<file path="src/rtl/gbsha_decim_acc.sv">
// Decimating integrate-and-dump stage behind the 2-tap difference FIR.
// Sums DECIM accepted samples, scales and clamps each window, and holds the result in a one-deep valid/ready register.
module gbsha_decim_acc #(
  parameter int BW_in  = 3,
  parameter int DECIM  = 4,
  parameter int BW_acc = BW_in + $clog2(DECIM),
  parameter int SHIFT  = 0,
  parameter int BW_out = 4
) (
  input  logic                       clk,
  input  logic                       reset,
  input  logic                       in_valid,
  input  logic signed [BW_in-1:0]    in_data,
  input  logic                       clear,
  input  logic                       out_ready,
  output logic                       out_valid,
  output logic signed [BW_out-1:0]   out_data,
  output logic                       sat,
  output logic                       overflow,
  output logic [$clog2(DECIM)-1:0]   phase
);

  localparam int PW = $clog2(DECIM);
  // One guard bit above the wider of accumulator/output keeps the clamp compare exact.
  localparam int CW = ((BW_acc > BW_out) ? BW_acc : BW_out) + 1;
  localparam logic signed [CW-1:0] OUT_MAX = CW'((1 <<< (BW_out - 1)) - 1);
  localparam logic signed [CW-1:0] OUT_MIN = CW'(-(1 <<< (BW_out - 1)));

  logic signed [BW_acc-1:0] acc_reg;
  logic signed [CW-1:0]     sum_next;
  logic signed [CW-1:0]     shifted_next;
  logic signed [BW_out-1:0] value_next;
  logic                     sat_next;
  logic                     dump;
  logic                     out_free;

  always_comb begin
    sum_next     = CW'(acc_reg) + CW'(in_data);
    shifted_next = sum_next >>> SHIFT;
    sat_next     = 1'b0;
    value_next   = shifted_next[BW_out-1:0];
    if (shifted_next > OUT_MAX) begin
      value_next = OUT_MAX[BW_out-1:0];
      sat_next   = 1'b1;
    end else if (shifted_next < OUT_MIN) begin
      value_next = OUT_MIN[BW_out-1:0];
      sat_next   = 1'b1;
    end
  end

  assign dump     = in_valid && (phase == PW'(DECIM - 1));
  assign out_free = !out_valid || out_ready;

  always_ff @(posedge clk or posedge reset) begin
    if (reset) begin
      acc_reg   <= '0;
      phase     <= '0;
      out_valid <= 1'b0;
      out_data  <= '0;
      sat       <= 1'b0;
      overflow  <= 1'b0;
    end else if (clear) begin
      // out_data is left as-is; only the valid/sat/overflow qualifiers restart.
      acc_reg   <= '0;
      phase     <= '0;
      out_valid <= 1'b0;
      sat       <= 1'b0;
      overflow  <= 1'b0;
    end else begin
      if (dump) begin
        acc_reg <= '0;
        phase   <= '0;
        if (out_free) begin
          out_data  <= value_next;
          sat       <= sat_next;
          out_valid <= 1'b1;
        end else begin
          overflow <= 1'b1;
        end
      end else begin
        if (in_valid) begin
          acc_reg <= sum_next[BW_acc-1:0];
          phase   <= phase + PW'(1);
        end
        if (out_valid && out_ready) begin
          out_valid <= 1'b0;
        end
      end
    end
  end

endmodule

</file>
<file path="config.mk">
export PLATFORM = sky130hd
export DESIGN_NAME = gbsha_decim_acc
export DESIGN_NICKNAME = d
export VERILOG_FILES = /design/src/rtl/gbsha_decim_acc.sv
export SDC_FILE = /design/constraint.sdc
export NUM_CORES = 1
export LEC_CHECK = 0
export BUFFER_PORTS_ARGS = -buffer_cell sky130_fd_sc_hd__buf_2
export CORE_ASPECT_RATIO = 1.25
export CORE_MARGIN = 2
export CORE_UTILIZATION = 53
export CTS_CLUSTER_SIZE = 24
export DETAILED_ROUTE_END_ITERATION = 12
export PLACE_DENSITY_LB_ADDON = 0.2
export SLEW_MARGIN = 15
export SYNTH_ARGS = -nofsm -noshare
export SYNTH_HDL_FRONTEND = slang
export SYNTH_SLANG_ARGS = --single-unit
export TNS_END_PERCENT = 1
</file>
<file path="constraint.sdc">
create_clock -name clk -period 2.58 [get_ports clk]
set_input_delay 0.516 -clock clk [delete_from_list [all_inputs] [get_ports clk]]
set_output_delay 0.516 -clock clk [all_outputs]
set_load 0.02 [all_outputs]
</file>
Word level (Yosys, flattened, before mapping)
Index checks and enable logic that the tools add are counted.
{"block": "totals", "reg_bits": 14, "elab_cells": 46, "output_inout_bits": 9, "inputBits": 8}
{"block": "op_classes", "n_eq_ne": 3, "muxes": 20, "n_addsub": 2, "reduce_logical": 12, "bitwise_logic": 1, "order_cmp": 2}
{"op": "2-to-1 mux 5 bit", "count": 3}
{"op": "2-to-1 mux 1 bit", "count": 12}
{"op": "2-to-1 mux 4 bit", "count": 2}
{"op": "adder 5 x 3 -> 6 bit", "count": 1}
{"op": "> comparator 6 x 4 -> 1 bit, second input constant", "count": 1}
{"op": "less-than comparator 6 x 4 -> 1 bit, second input constant", "count": 1}
{"op": "2-to-1 mux 2 bit", "count": 3}
{"op": "AND reduction 2 bit", "count": 3}
{"op": "nonzero test 3 bit", "count": 2}
{"op": "nonzero test 2 bit", "count": 2}
{"op": "!= test 3 x 2 -> 1 bit, second input constant", "count": 1}
{"op": "AND reduction 3 bit", "count": 1}
{"op": "adder 2 x 1 -> 2 bit, second input constant", "count": 1}
{"op": "== test 2 bit, second input constant", "count": 1}
{"op": "logical AND 1 bit", "count": 2}
{"op": "!= test 2 bit, second input constant", "count": 1}
{"op": "logical NOT 1 bit", "count": 1}
{"op": "logical OR 1 bit", "count": 1}
{"op": "NOT 1 bit", "count": 1}

Depth between registers and ports, before layout
Gate-level depths: netlist of run 1.
{"block": "depth", "ltp_word": 7, "mapped_depth": 8, "ltp_nobuf": 8}

Least setup slack after synthesis of run 1
OpenSTA, ideal clock, no wires.
{"block": "synth_path", "path_kind": "input to register", "from": "in in_data[0]", "to": "reg sat", "arrival_ns": 2.046, "required_ns": 2.513, "setup_ns": 0.067, "path_buffers": 0, "stages": 8, "slack_ns": 0.467, "cell_sequence": "ha_1 -> inv_1 -> fa_1 -> and2b_1 -> o21ba_4 -> o211ai_4 -> a311o_1 -> nand2_1"}
{"block": "synth_between", "elab_chain_len": 7, "word_cells_on_any_way": 8, "cone_classes": "1 x add/sub; 2 x order compare; 5 x mux"}
{"item": "start, declared", "line_no": "13", "source": "input logic signed [BW_in-1:0] in_data,"}
{"item": "adder 5 x 3 -> 6 bit (*)", "line_no": "38", "source": "sum_next = CW'(acc_reg) + CW'(in_data);"}
{"item": "less-than comparator 6 x 4 -> 1 bit", "line_no": "45", "source": "end else if (shifted_next < OUT_MIN) begin"}
{"item": "2-to-1 mux 1 bit", "line_no": "45"}
{"item": "2-to-1 mux 1 bit (*)", "line_no": "42", "source": "if (shifted_next > OUT_MAX) begin"}
{"item": "2-to-1 mux 1 bit (*)", "line_no": "73", "source": "if (out_free) begin"}
{"item": "2-to-1 mux 1 bit (*)", "line_no": "70", "source": "if (dump) begin"}
{"item": "2-to-1 mux 1 bit (*)", "line_no": "62", "source": "end else if (clear) begin"}
{"item": "end signal, assigned", "line_no": "75", "source": "sat <= sat_next;"}
{"item": "end, declared", "line_no": "18", "source": "output logic sat,"}
Every way passes the cells marked *; elsewhere a longest branch is shown, timed or not. The select of a mux whose other input is x is not followed.
A chain may end at the register's enable or synchronous reset.

Worst setup path in the final report of run 1
{"block": "layout_path", "from": "reg acc_reg[0]", "to": "reg out_data[1]"}
{"block": "layout_between", "elab_chain_len": 4, "word_cells_on_any_way": 5, "cone_classes": "1 x add/sub; 2 x order compare; 2 x mux"}
{"item": "start, declared", "line_no": "29", "source": "logic signed [BW_acc-1:0] acc_reg;"}
{"item": "start signal, assigned", "line_no": "82", "source": "acc_reg <= sum_next[BW_acc-1:0];"}
{"item": "adder 5 x 3 -> 6 bit (*)", "line_no": "38"}
{"item": "less-than comparator 6 x 4 -> 1 bit", "line_no": "45"}
{"item": "2-to-1 mux 4 bit", "line_no": "45"}
{"item": "2-to-1 mux 4 bit (*)", "line_no": "42"}
{"item": "end signal, assigned", "line_no": "74", "source": "out_data <= value_next;"}
{"item": "end, declared", "line_no": "17", "source": "output logic signed [BW_out-1:0] out_data,"}
Every way passes the cells marked *; elsewhere a longest branch is shown, timed or not.

==> results.cfg, run 1 <==
[critical_path]
r2r-start = acc_reg[0]$_DFFE_PP0P_
critPathLaunchType = flip-flop
cp-end-kind = flip-flop
cp-startpoint = acc_reg[0]$_DFFE_PP0P_
critPathKind = reg -> reg
r2r_cells = 8
cp.required_ns = 2.77
arrival_ns = 2.37
cp_max_fo = 5

[yosys]
ys_seq_elements = 14
yosys.area_share.simple = 0.233
synth.net_count = 114
ys_seq_area_frac = 0.383
synthDistinctLibCells = 38
ys.flop_type = dfrtp_1
synth.area.top_cells = dfrtp_1 38%, ha_1 8.2%, nor2_1 7.4%
synthesis.area_um2 = 915
synth_compound_area_frac = 0.222
synth-xor-area-share = 0.00958
synth_top_area_cell = dfrtp_1
yosysWarnings = 0
synth_top_family_by_area = simple AND/OR/NAND/NOR gates
synthArstFlopShare = 1.00
synthAdderAreaFrac = 0.104
synth_edf_count = 0
netlist.area_leader.share = 0.383
synth_cells = 99
muxShareOfSynthArea = 0.0109
syn_area_per_cell_um2 = 9.24

[floorplanning]
start_util = 0.571
core-area_mm2 = 0.00160
ios = 17
rows = 16
die_x_um = 41.2
die_area_mm2 = 0.00208
fp.dieH_um = 50.4

[grt]
grt_pass1_wl_mm = 3.27
grt_max_degree = 15
grt_usage = 0.232
grt-busiest-layer = met2
overflow = 0
met2_usage = 0.375
first_global_vias = 762
antenna_found_initial = 0
grtUsageMet3 = 0.0398
grtUsageMet1 = 0.307

[place]
dp_hpwl_mm = 1.51
place_ws_ns = 0.173
gp_congestion = 0.819
io_buffers = 16

[sta]
worst_pin_slew_ns = 0.639
holdWs_ns = 0.253
post-route-period-util = 0.847
setup_viol = 0
finalSetupTns_ns = 0
rsz0062_at_grt = no
timing.fmax_ghz = 0.458
final_max_slew_viol_count = 0
hold_violations = 0
min_period_ns = 2.18
finalClockSkew_ns = 0.00894
finalWorstSetupSlack_ns = 0.396
slew_headroom = 0.571

[clock_network]
hold_buffers = 0
cts_buffers = 3
cts_tree = done
cts_max_path_buffers = 2
ctsResizeCount = 0
cts.sinks = 14
cts_setup_buffers = 0
clockRootBuffer = clkbuf_4
clkTransAtPathRegs_ns = 0.09
clk-insertion-delay-late_ns = 0.29
h-tree-depth = 1

[job]
drv_cap = 0

[cells_and_area]
nFillCells = 148
area_growth_pct = 13.8
fin_nets = 133
seq_area_um2 = 350
fin_util = 0.650
largest_reg_flops = 5
antennaDiodeCount = 0
drive_gt1_frac = 0.222
multiInputGateArea_um2 = 529

[detailed_routing]
vias = 799
viasPerCell = 5.92
ant_nets = 0
drt_pass1_iterations = 4
routed_wl_mm = 1.96
wl_per_cell_um = 14.5
drc_errors = 0
drt_iter0_drc = 28

[pwr]
p_leak_nw = 0.516
powerDensity_mw_per_mm2 = 614
power_mw = 0.639
vdd_drop_max_mv = 0.328

[run_status]
run_status = completed

[hold_path]
hp-class = in -> async
-- worst max-delay path, stage by stage, from the launching register on --
cell and delay [ns]:
dfrtp_1 0.36, ha_1 0.21, inv_1 0.08, fa_1 0.40, and2b_1 0.32, a21oi_1 0.09, o21ai_1 0.30, nand2_1 0.09
o311ai_1 0.23
-- per-stage QoR --
| stage | instances | instance area, µm² |
|---|---|---|
| 4_1_cts | 135 | 1040 |
| 3_3_place_gp | 131 | 1000 |
| 5_1_grt | 135 | 1040 |
| 6_report | 135 | 1040 |
| 3_5_place_dp | 131 | 1000 |
| 2_1_floorplan | 99 | 915 |
-- metal layers --
metal / vias up / wire, µm
met3: 4 / 70
met4: 0 / 24
li1: 391 / -
met1: 387 / 840
met2: 17 / 1020
met5: - / 0
-- report_power, final --
part	total (mW)	internal [mW]	leakage [nW]	switching [mW]
combinational	0.210	0.0860	0.308	0.124
sequential	0.265	0.249	0.187	0.0162
clock	0.164	0.0860	0.0210	0.0777
total	0.639	0.421	0.516	0.218
-- cells in the final DEF, fill, tap and decap left out, types with 3 or more instances in the layout --
cell type and instances:
a21oi_1 6, buf_2 16, clkbuf_4 3, dfrtp_1 14
ha_1 6, inv_1 5, nand2_1 8, nor2_1 18
o21a_1 3, o21ai_1 3
-- area by class of cell --
type | instances | share of cell area
repair buffers | 16 | 0.0769
inverters | 6 | 0.0216
well taps | 18 | 0.0216
flip-flops and latches | 14 | 0.337
multi-input cells | 77 | 0.508
clock buffers | 4 | 0.0349
-- cell usage after synthesis, types with 2 or more instances --
| master | count |
|---|---|
| a22oi_1 | 2 |
| nor3_1 | 2 |
| or3_1 | 2 |
| ha_1 | 6 |
| a31oi_1 | 2 |
| nand2_1 | 8 |
| inv_1 | 5 |
| o211ai_1 | 2 |
| dfrtp_1 | 14 |
| o21a_1 | 3 |
| o21ai_1 | 3 |
| nor2_1 | 18 |
| o21ai_0 | 2 |
| a21oi_1 | 6 |
-- cells by family (layout without fill, tap and decap cells) --
family	after synthesis	in the layout
AOI/OAI and AO/OA	27	27
adders and majority gates	7	7
xor gates and xnor gates	1	1
DFF	14	14
and+or+nand+nor	41	41
muxes	1	1
buffers and inverters	8	26
-- path summary, 6_finish.rpt --
kind | to | slack, ns
setup / recovery | out_data[1]$_DFFE_PP0P_ | 0.40
hold / removal | phase[0]$_DFFE_PP0P_ | 0.25
setup reg to reg | out_data[1]$_DFFE_PP0P_ | 0.40
hold reg to reg | out_data[0]$_DFFE_PP0P_ | 0.50
max in group asynchronous | overflow$_DFFE_PP0P_ | 1.96
min in group clk | out_data[0]$_DFFE_PP0P_ | 0.50
Power figures use the tool's default switching activity.
==> run 2: changes to the inputs <==
clock period = 2.1 ns   (was 2.58 ns; I/O delays follow)
==> run 2 against run 1 <==
  * Cell area up 4.2%
  * Worst setup slack worse by 0.28 ns
  * Sequential share of layout area down 1.4 points
  * Via count up 1.3%
  * Die area unchanged
  * Utilization up 2.7 points
  * Hold slack worse by 0.090 ns
  * Clock power down 11%
  * Clock-buffer cell count down 1
  * Critical endpoint is now sat$_DFFE_PP0P_
  * Largest cell class unchanged
  * Largest power group unchanged
==> results.cfg, run 2 (same netlist as run 1, synthesis figures left out) <==
[grt]
grt_pass1_wl_mm = 3.19
grt_max_degree = 15
antenna_found_initial = 0
grt-busiest-layer = met2
met2_usage = 0.357
grtUsageMet3 = 0.0398
grt_usage = 0.225
grtUsageMet1 = 0.298
first_global_vias = 757
overflow = 0

[sta]
post-route-period-util = 0.946
rsz0062_at_grt = no
final_max_slew_viol_count = 0
finalWorstSetupSlack_ns = 0.113
finalClockSkew_ns = 0.00859
timing.fmax_ghz = 0.503
holdWs_ns = 0.163
min_period_ns = 1.99
setup_viol = 0
hold_violations = 0
slew_headroom = 0.652
worst_pin_slew_ns = 0.521

[floorplanning]
die_area_mm2 = 0.00208
rows = 16
core-area_mm2 = 0.00160
die_x_um = 41.2
start_util = 0.571
ios = 17
fp.dieH_um = 50.4

[cells_and_area]
stdcell_count = 141
drive_gt1_frac = 0.276
multiInputGateArea_um2 = 534
fin_nets = 140
final_cell_mix = 18 x nor2_1, 16 x buf_2, 14 x dfrtp_1
nFillCells = 140
antennaDiodeCount = 0
fin_util = 0.677
largest_reg_flops = 5
area_growth_pct = 18.6
seq_area_um2 = 350
layout_commonest_cell = nor2_1

[clock_network]
cts_max_path_buffers = 2
clk-insertion-delay-late_ns = 0.27
clkTransAtPathRegs_ns = 0.08
h-tree-depth = 1
cts_setup_buffers = 0
cts.sinks = 14
cts_tree = done
hold_buffers = 0
cts_buffers = 3
clockRootBuffer = clkbuf_4
ctsResizeCount = 0

[detailed_routing]
drt_pass1_iterations = 4
routed_wl_mm = 1.92
wl_per_cell_um = 13.6
drc_errors = 0
ant_nets = 0
drt_iter0_drc = 18
viasPerCell = 5.74
vias = 809

[critical_path]
cp.required_ns = 2.31
cp-end-kind = flip-flop
r2r_cells = 8
worstPathCellList = ha_1 > inv_1 > fa_1 > and2b_2 > o21ba_4 > o211ai_4 > a311o_1 > nand2_1
r2r_end = sat$_DFFE_PP0P_
r2r-start = acc_reg[0]$_DFFE_PP0P_
critPathLaunchType = flip-flop
cp_max_fo = 5
cpMaxStageDelayCell = fa_1
critPathKind = reg -> reg
arrival_ns = 2.19
slowest_delay_ns = 0.39
worst-r2r-setup-slack_ns = 0.11

[pwr]
powerDensity_mw_per_mm2 = 686
vdd_drop_max_mv = 0.488
p_leak_nw = 0.544
power_mw = 0.744

[job]
drv_cap = 0

[place]
io_buffers = 16
dp_hpwl_mm = 1.56
placed_cells = 138
gp_congestion = 0.851
place_ws_ns = -0.0341

[run_status]
run_status = completed

[hold_path]
hp-class = in -> async
run 2: final cells by class:
| class | count | area share |
|---|---|---|
| Clock buffer | 3 | 0.0208 |
| Inverter | 6 | 0.0208 |
| Multi-Input combinational cell | 77 | 0.493 |
| Sequential cell | 14 | 0.323 |
| Tap cell | 18 | 0.0208 |
| Timing Repair Buffer | 23 | 0.122 |
run 2: per-stage QoR:
stage | setup TNS (ns) | area [µm²]
detailed placement | -0.0675 | 1060
floorplan | 0 | 915
CTS | 0 | 1080
global route | 0 | 1080
global placement | -0.0222 | 1060
finish | 0 | 1080
run 2: how the worst max path moves through the flow:
stage / startpoint / end / slack [ns] / cells past startpoint
global route: acc_reg[0]$_DFFE_PP0P_ / sat$_DFFE_PP0P_ / 0.02 / 8
CTS: acc_reg[0]$_DFFE_PP0P_ / out_data[1]$_DFFE_PP0P_ / 0.09 / 8
detailed placement: in_data[0] / out_data[1]$_DFFE_PP0P_ / -0.03 / 9
floorplan: in_data[0] / sat$_DFFE_PP0P_ / 0.08 / 8
global placement: in_data[0] / out_data[1]$_DFFE_PP0P_ / -0.02 / 9
finish: acc_reg[0]$_DFFE_PP0P_ / sat$_DFFE_PP0P_ / 0.11 / 8
run 2: routing by layer:
| metal | share of wire | vias to the layer above |
|---|---|---|
| met5 | 0 | - |
| met4 | 0.0068 | 0 |
| met3 | 0.018 | 2 |
| met2 | 0.54 | 10 |
| met1 | 0.43 | 389 |
| li1 | - | 408 |
run 2: critical path: cells and delay by family, from the launching register on:
kind,cells,cell delay [ns]
adders and majority gates,2,0.55
DFF,1,0.36
buffers and inverters,1,0.05
and+or+nand+nor,2,0.35
AOI/OAI and AO/OA,3,0.62
run 2: power breakdown:
group,leakage (nW),total (mW),internal (mW),switching (mW)
clock,0.0138,0.146,0.0663,0.0793
sequential,0.187,0.325,0.306,0.0193
combinational,0.343,0.273,0.115,0.158
